### src/rtl/mem_bus_pkg.sv
// Shared types and constants for the memory bus fabric.
package mem_bus_pkg;

  typedef enum logic [1:0] {
    ST_IDLE   = 2'd0,
    ST_ACCESS = 2'd1,
    ST_RESP   = 2'd2
  } bus_state_t;

  localparam logic [1:0] ERR_NONE    = 2'd0;
  localparam logic [1:0] ERR_DECODE  = 2'd1;
  localparam logic [1:0] ERR_TIMEOUT = 2'd2;

  localparam logic [31:0] ERR_RDATA_DEF = 32'hDEADBEEF;

  // Index width for a slave select; a single slave still needs one bit.
  function automatic int sel_width(input int n);
    return (n > 1) ? $clog2(n) : 1;
  endfunction

endpackage

### src/rtl/mem_bus_addr_decode.sv
// Combinational base/mask window matcher; the lowest-index matching slave wins.
module mem_bus_addr_decode
  import mem_bus_pkg::*;
#(
  parameter int                       NUM_SLAVES = 6,
  parameter int                       SEL_W      = sel_width(NUM_SLAVES),
  parameter logic [NUM_SLAVES*32-1:0] SLV_BASE   = {NUM_SLAVES{32'h0}},
  parameter logic [NUM_SLAVES*32-1:0] SLV_MASK   = {NUM_SLAVES{32'hFFF00000}}
) (
  input  logic [31:0]           addr,
  output logic                  hit,
  output logic [SEL_W-1:0]      sel,
  output logic [NUM_SLAVES-1:0] onehot
);

  logic [NUM_SLAVES-1:0] match;

  always_comb begin
    match = '0;
    for (int i = 0; i < NUM_SLAVES; i++) begin
      match[i] = ((addr & SLV_MASK[i*32 +: 32]) == SLV_BASE[i*32 +: 32]);
    end
  end

  always_comb begin
    hit = |match;
    sel = '0;
    for (int i = NUM_SLAVES - 1; i >= 0; i--) begin
      if (match[i]) sel = SEL_W'(i);
    end
    // Isolate the lowest set bit so overlapping windows resolve to one slave.
    onehot = match & (~match + NUM_SLAVES'(1));
  end

endmodule

### src/rtl/mem_bus_fabric.sv
// One valid/ready master to NUM_SLAVES windowed slaves, with registered response
// path, access timeout and a sticky first-error record.
//
// state  | meaning
// IDLE   | waiting for a master request (blocked for one cycle after RESP)
// ACCESS | selected slave requested, timeout counter running
// RESP   | one-cycle m_ready pulse with read data or ERR_RDATA
module mem_bus_fabric
  import mem_bus_pkg::*;
#(
  parameter int                       NUM_SLAVES  = 6,
  parameter int                       DATA_W      = 32,
  parameter logic [NUM_SLAVES*32-1:0] SLV_BASE    = {NUM_SLAVES{32'h0}},
  parameter logic [NUM_SLAVES*32-1:0] SLV_MASK    = {NUM_SLAVES{32'hFFF00000}},
  parameter int                       TIMEOUT_CYC = 255,
  parameter logic [DATA_W-1:0]        ERR_RDATA   = DATA_W'(ERR_RDATA_DEF)
) (
  input  logic                         clk,
  input  logic                         rst,
  input  logic                         m_valid,
  input  logic [31:0]                  m_addr,
  input  logic [DATA_W-1:0]            m_wdata,
  input  logic [DATA_W/8-1:0]          m_wstrb,
  output logic                         m_ready,
  output logic [DATA_W-1:0]            m_rdata,
  output logic [NUM_SLAVES-1:0]        s_valid,
  output logic [31:0]                  s_addr,
  output logic [DATA_W-1:0]            s_wdata,
  output logic [DATA_W/8-1:0]          s_wstrb,
  input  logic [NUM_SLAVES-1:0]        s_ready,
  input  logic [NUM_SLAVES*DATA_W-1:0] s_rdata,
  output logic                         err_irq,
  output logic [31:0]                  err_addr,
  output logic [1:0]                   err_code,
  input  logic                         err_clr
);

  localparam int              SEL_W    = sel_width(NUM_SLAVES);
  localparam int              CNT_W    = $clog2(TIMEOUT_CYC + 1);
  localparam logic [CNT_W-1:0] CNT_LAST = CNT_W'(TIMEOUT_CYC - 1);

  bus_state_t              state_q, state_d;
  logic                    dec_hit;
  logic [SEL_W-1:0]        dec_sel;
  logic [NUM_SLAVES-1:0]   dec_onehot;
  logic [SEL_W-1:0]        sel_q;
  logic [CNT_W-1:0]        cnt_q;
  logic                    resp_blk_q;
  logic                    slv_ready;
  logic [DATA_W-1:0]       rdata_sel;

  logic                    accept;
  logic                    access_ok;
  logic                    access_to;
  logic                    err_event;
  logic [1:0]              err_code_new;
  logic [31:0]             err_addr_new;

  mem_bus_addr_decode #(
    .NUM_SLAVES (NUM_SLAVES),
    .SEL_W      (SEL_W),
    .SLV_BASE   (SLV_BASE),
    .SLV_MASK   (SLV_MASK)
  ) u_decode (
    .addr   (m_addr),
    .hit    (dec_hit),
    .sel    (dec_sel),
    .onehot (dec_onehot)
  );

  // s_valid is one-hot on the selected slave, so it masks out stray readies.
  assign slv_ready = |(s_ready & s_valid);

  always_comb begin
    rdata_sel = '0;
    for (int i = 0; i < NUM_SLAVES; i++) begin
      if (sel_q == SEL_W'(i)) rdata_sel = s_rdata[i*DATA_W +: DATA_W];
    end
  end

  always_ff @(posedge clk or posedge rst) begin
    if (rst) state_q <= ST_IDLE;
    else     state_q <= state_d;
  end

  always_comb begin
    state_d = state_q;
    case (state_q)
      ST_IDLE:   if (accept) state_d = dec_hit ? ST_ACCESS : ST_RESP;
      ST_ACCESS: if (access_ok || access_to) state_d = ST_RESP;
      ST_RESP:   state_d = ST_IDLE;
      default:   state_d = ST_IDLE;
    endcase
  end

  always_comb begin
    accept       = 1'b0;
    access_ok    = 1'b0;
    access_to    = 1'b0;
    err_event    = 1'b0;
    err_code_new = ERR_NONE;
    err_addr_new = s_addr;
    case (state_q)
      ST_IDLE: begin
        accept = m_valid && !resp_blk_q;
        if (accept && !dec_hit) begin
          err_event    = 1'b1;
          err_code_new = ERR_DECODE;
          err_addr_new = m_addr;
        end
      end
      ST_ACCESS: begin
        // A ready arriving in the last counted cycle still wins over the timeout.
        access_ok = slv_ready;
        access_to = !slv_ready && (cnt_q == CNT_LAST);
        if (access_to) begin
          err_event    = 1'b1;
          err_code_new = ERR_TIMEOUT;
        end
      end
      default: ;
    endcase
  end

  always_ff @(posedge clk or posedge rst) begin
    if (rst) begin
      s_addr  <= '0;
      s_wdata <= '0;
      s_wstrb <= '0;
      sel_q   <= '0;
      s_valid <= '0;
    end else if (accept) begin
      s_addr  <= m_addr;
      s_wdata <= m_wdata;
      s_wstrb <= m_wstrb;
      sel_q   <= dec_sel;
      s_valid <= dec_onehot;
    end else if (access_ok || access_to) begin
      s_valid <= '0;
    end
  end

  always_ff @(posedge clk or posedge rst) begin
    if (rst)                       cnt_q <= '0;
    else if (state_q == ST_ACCESS) cnt_q <= cnt_q + CNT_W'(1);
    else                           cnt_q <= '0;
  end

  always_ff @(posedge clk or posedge rst) begin
    if (rst) begin
      m_ready    <= 1'b0;
      m_rdata    <= '0;
      resp_blk_q <= 1'b0;
    end else begin
      m_ready    <= (state_d == ST_RESP);
      resp_blk_q <= (state_q == ST_RESP);
      if (access_ok && (s_wstrb == '0)) m_rdata <= rdata_sel;
      else if (state_d == ST_RESP)      m_rdata <= ERR_RDATA;
      else                              m_rdata <= '0;
    end
  end

  // First error is sticky until cleared; a clear coinciding with a new error keeps the new one.
  always_ff @(posedge clk or posedge rst) begin
    if (rst) begin
      err_irq  <= 1'b0;
      err_addr <= '0;
      err_code <= ERR_NONE;
    end else if (err_event && (!err_irq || err_clr)) begin
      err_irq  <= 1'b1;
      err_addr <= err_addr_new;
      err_code <= err_code_new;
    end else if (err_clr) begin
      err_irq  <= 1'b0;
      err_addr <= '0;
      err_code <= ERR_NONE;
    end
  end

endmodule

### config.mk
export PLATFORM = sky130hd
export DESIGN_NAME = mem_bus_fabric
export DESIGN_NICKNAME = d
export VERILOG_FILES = /design/src/rtl/mem_bus_pkg.sv /design/src/rtl/mem_bus_addr_decode.sv /design/src/rtl/mem_bus_fabric.sv
export SDC_FILE = /design/constraint.sdc
export NUM_CORES = 1
export LEC_CHECK = 0
export CORE_AREA = 2 2 160 162
export CTS_BUF_LIST = sky130_fd_sc_hd__clkbuf_8
export CTS_CLUSTER_DIAMETER = 150
export DETAILED_ROUTE_END_ITERATION = 12
export DIE_AREA = 0 0 162 164
export PLACE_DENSITY = 0.7
export SYNTH_ARGS = -nofsm -noshare
export SYNTH_HDL_FRONTEND = slang
export SYNTH_SLANG_ARGS = --single-unit
export TNS_END_PERCENT = 30
### constraint.sdc
create_clock -name clk -period 6.5 [get_ports clk]
set_input_delay 1.3 -clock clk [delete_from_list [all_inputs] [get_ports clk]]
set_output_delay 1.3 -clock clk [all_outputs]
set_load 0.05 [all_outputs]
==> results.txt <==
----------------------------------------------------
[Outcome]
  Run status ... complete, no violations

[Routing]
  Overall via count from detail_route ... 4929
  Antenna Violating Nets Remaining ... 0
  WL/cell ... 15.79 um
  DRT Wirelength ... 17830 um
  Vias per std cell ... 4.366
  Pre-antenna DRT Iters ... 4
  Drt first-iter violations ... 290
  Drc violations ... 0

[Place]
  Total placed instance area ... 8588 um2
  Placement Setup Slack ... 2307 ps
  Final HPWL from detailed placement ... 11810 um
  Number of port buffers ... 241
  Placer Congestion ... 0.7562
  Post-placement cell count ... 1098

[Global route]
  Gr ovfl total ... 0
  Total global routing track utilization ... 13.57%
  Vias in the first global route ... 5030
  Number of antenna violations at the first check in global routing ... 1
  Largest net degree at the start of global routing ... 106
  Global-route wire length before repair ... 28020 um

[Synth]
  Most frequently used flop master after synthesis ... dfrtp_1
  Cell with the most instances after synthesis ... nand2_1
  Register bit count reported by yosys ... 148
  Fraction of registers with async set/reset ... 100.0%
  Share of the yosys chip area belonging to registers ... 63.42%
  Gate count of the mapped netlist ... 556
  Post-synthesis instance area ... 5839 um2
  Synth Area per Inst ... 10.50 um2
  Largest area contributor in the netlist ... dfrtp_1
  Top-area cell type share of the netlist area ... 63.42%
  Leading cell types by total area after synthesis ... dfrtp_1 63%, nand2_1 13%, o2bb2ai_1 3.6%, o21a_1 3.1%, a32oi_1 3.0%
  Yosys warnings ... 0
  Distinct cell type count of the synthesized netlist ... 42
  Most frequent cells after synthesis ... 208 x nand2_1, 148 x dfrtp_1, 31 x clkbuf_1
  Post-synth EDFFs ... 0

[Finish]
  Number of filler instances in the final layout ... 2539
  Layout Cell Area excl Fill ... 8947 um2
  Non-filler cells, final ... 1129
  Layout cells sized above 1 ... 5.632%
  Post-layout net count ... 1059
  Area growth, synth to finish ... 53.22%
  Area of all sequential standard cells ... 3704 um2
  N_diodes ... 0
  Combined area of the multi-input logic cells ... 1991 um2

[Power]
  Leak Pwr ... 3.969 nW
  Maximum vdd drop ... 0.0001468 V
  Power consumption ... 2.808 mW
  PD cells ... 313.8 nW/um2

[Setup path]
  Worst endpoint data arrival time ... 4040 ps
  Worst-case reg-to-reg path depth ... 5
  Reg-to-Reg Start ... state_q[1]$_DFF_PP0_
  Category of the worst setup path launch point ... input pin
  Reg-to-Reg End ... err_addr[29]$_DFFE_PP0P_
  Crit Path Max Fanout ... 71
  Register-to-register path setup slack ... 3610 ps
  CP endpoint kind ... flop
  Worst EP required ... 6820 ps
  Crit Path Class ... in2reg

[Die]
  Die width ... 162 um
  Core Rows ... 58
  Placeable core region ... 24820 um2
  Initial Util ... 23.53%
  Vertical extent of the die ... 164 um
  I/O pins ... 412
  Die area ... 26570 um2

[Timing]
  Final total negative setup slack ... 0 ps
  Highest clock frequency the design can meet ... 268.7 MHz
  Worst slew pin tran ... 1061 ps
  Endpoints failing setup ... 0
  Max-Slew Margin vs Limit ... 29.04%
  Ratio of final minimum period to clock period ... 57.25%
  Setup repair after global routing missed its margin ... false
  Setup WS post-layout ... 2779 ps
  Count of pins over their slew limit ... 0
  Final hold viol count ... 0
  Final critical path time including I/O delays and setup ... 3721 ps
  Post-route clock skew ... 14.00 ps

[CTS]
  Number of buffers on the longest clock path ... 2
  CTS Root Buffer Type ... clkbuf_8
  Count of cells resized by post-cts repair ... 0
  CTS Hold Bufs ... 0
  H-Tree Depth ... 4
  TritonCTS clock tree ... built
  Clock input transition at the sequential cells of the worst setup and hold paths ... 80 ps
  Clk sink count ... 148
  CTS Buf Count ... 17
  Number of buffers inserted by post-CTS setup repair ... 0
  Later-pin clock latency in the skew report ... 440 ps

[Run]
  Number of max-cap violations ... 0

[Hold path]
  Startpoint of the lowest-slack hold path ... s_wdata[3]$_DFFE_PP0N_
  Type of the worst min-delay path ... reg2reg
  Destination of the worst hold path ... s_wdata[3]$_DFFE_PP0N_
  Worst hold path cell count ... 2

----------------------------------------------------
-- where the power goes --
group / internal [mW] / switching [mW] / total [mW]
clock network: 0.310 / 0.372 / 0.682
registers: 1.05 / 0.0787 / 1.12
logic: 0.332 / 0.670 / 1.00
total: 1.69 / 1.12 / 2.81
-- registers in the layout (all words and copies together), names as in the netlist --
signal and count:
resp_blk_q 1, s_addr 32, state_q 2, err_code 2
err_irq 1, m_rdata 32, err_addr 32, s_valid 1
m_ready 1, cnt_q 8, s_wdata 32, s_wstrb 4
-- final cells by class --
cell class	instances	share of cell area [%]
clock buffers	18	2.769
clock inverters	13	1.245
inverters	5	0.2657
multi-input cells	368	22.25
flip-flops and latches	148	41.39
well taps	330	4.615
repair buffers	247	27.46
-- cell usage in the layout (no fill, tap or decap), drive strengths merged, types with 8 or more instances in the layout --
| master | instances |
|---|---|
| nand2 | 208 |
| nor2 | 15 |
| inv | 8 |
| dfrtp | 148 |
| and2 | 9 |
| o21a | 24 |
| o2bb2ai | 24 |
| a32oi | 20 |
| clkdlybuf4s50 | 241 |
| clkbuf | 18 |
-- metrics by stage --
| stage | hold WS [ps] | util (%) |
|---|---|---|
| finish | 478.1 | 36.05 |
| global placement | 457.2 | 34.60 |
| detailed placement | 461.8 | 34.60 |
| CTS | 483.3 | 36.05 |
| floorplan | 454.6 | - |
| global route | 497.7 | 36.05 |
-- critical path, cell delays in order --
cell,delay [ps]
clkdlybuf4s50_1,470
or4b_4,820
a311oi_2,560
a311oi_4,150
buf_4,310
a221o_1,380
-- kinds of logic after synthesis --
kind of cell | Yosys count | share of synthesized area [%]
other cells | 1 | 0.06422
compound gates | 97 | 13.76
buf+inv | 44 | 3.300
xor+xnor | 4 | 0.6001
fa+ha+maj | 2 | 0.4285
simple gates | 260 | 18.43
flops | 148 | 63.42
-- worst max path at each step --
stage,start,end,cells after the start
2_1_floorplan,rst,cnt_q[0]$_DFF_PP0_,1
3_3_place_gp,m_valid,err_addr[27]$_DFFE_PP0P_,6
3_5_place_dp,m_valid,err_addr[21]$_DFFE_PP0P_,6
4_1_cts,m_valid,err_addr[22]$_DFFE_PP0P_,6
5_1_grt,m_valid,err_addr[29]$_DFFE_PP0P_,6
6_report,m_valid,err_addr[29]$_DFFE_PP0P_,6
-- per-layer routing --
| metal | vias up | global-route usage (%) | routed length (um) |
|---|---|---|---|
| li1 | 2325 | - | - |
| met1 | 2381 | 16.94 | 7677 |
| met2 | 203 | 21.37 | 8198 |
| met3 | 18 | 5.354 | 1589 |
| met4 | 2 | 4.827 | 345 |
| met5 | - | 0 | 13 |
Note: power is estimated with default switching activity, not from simulation.
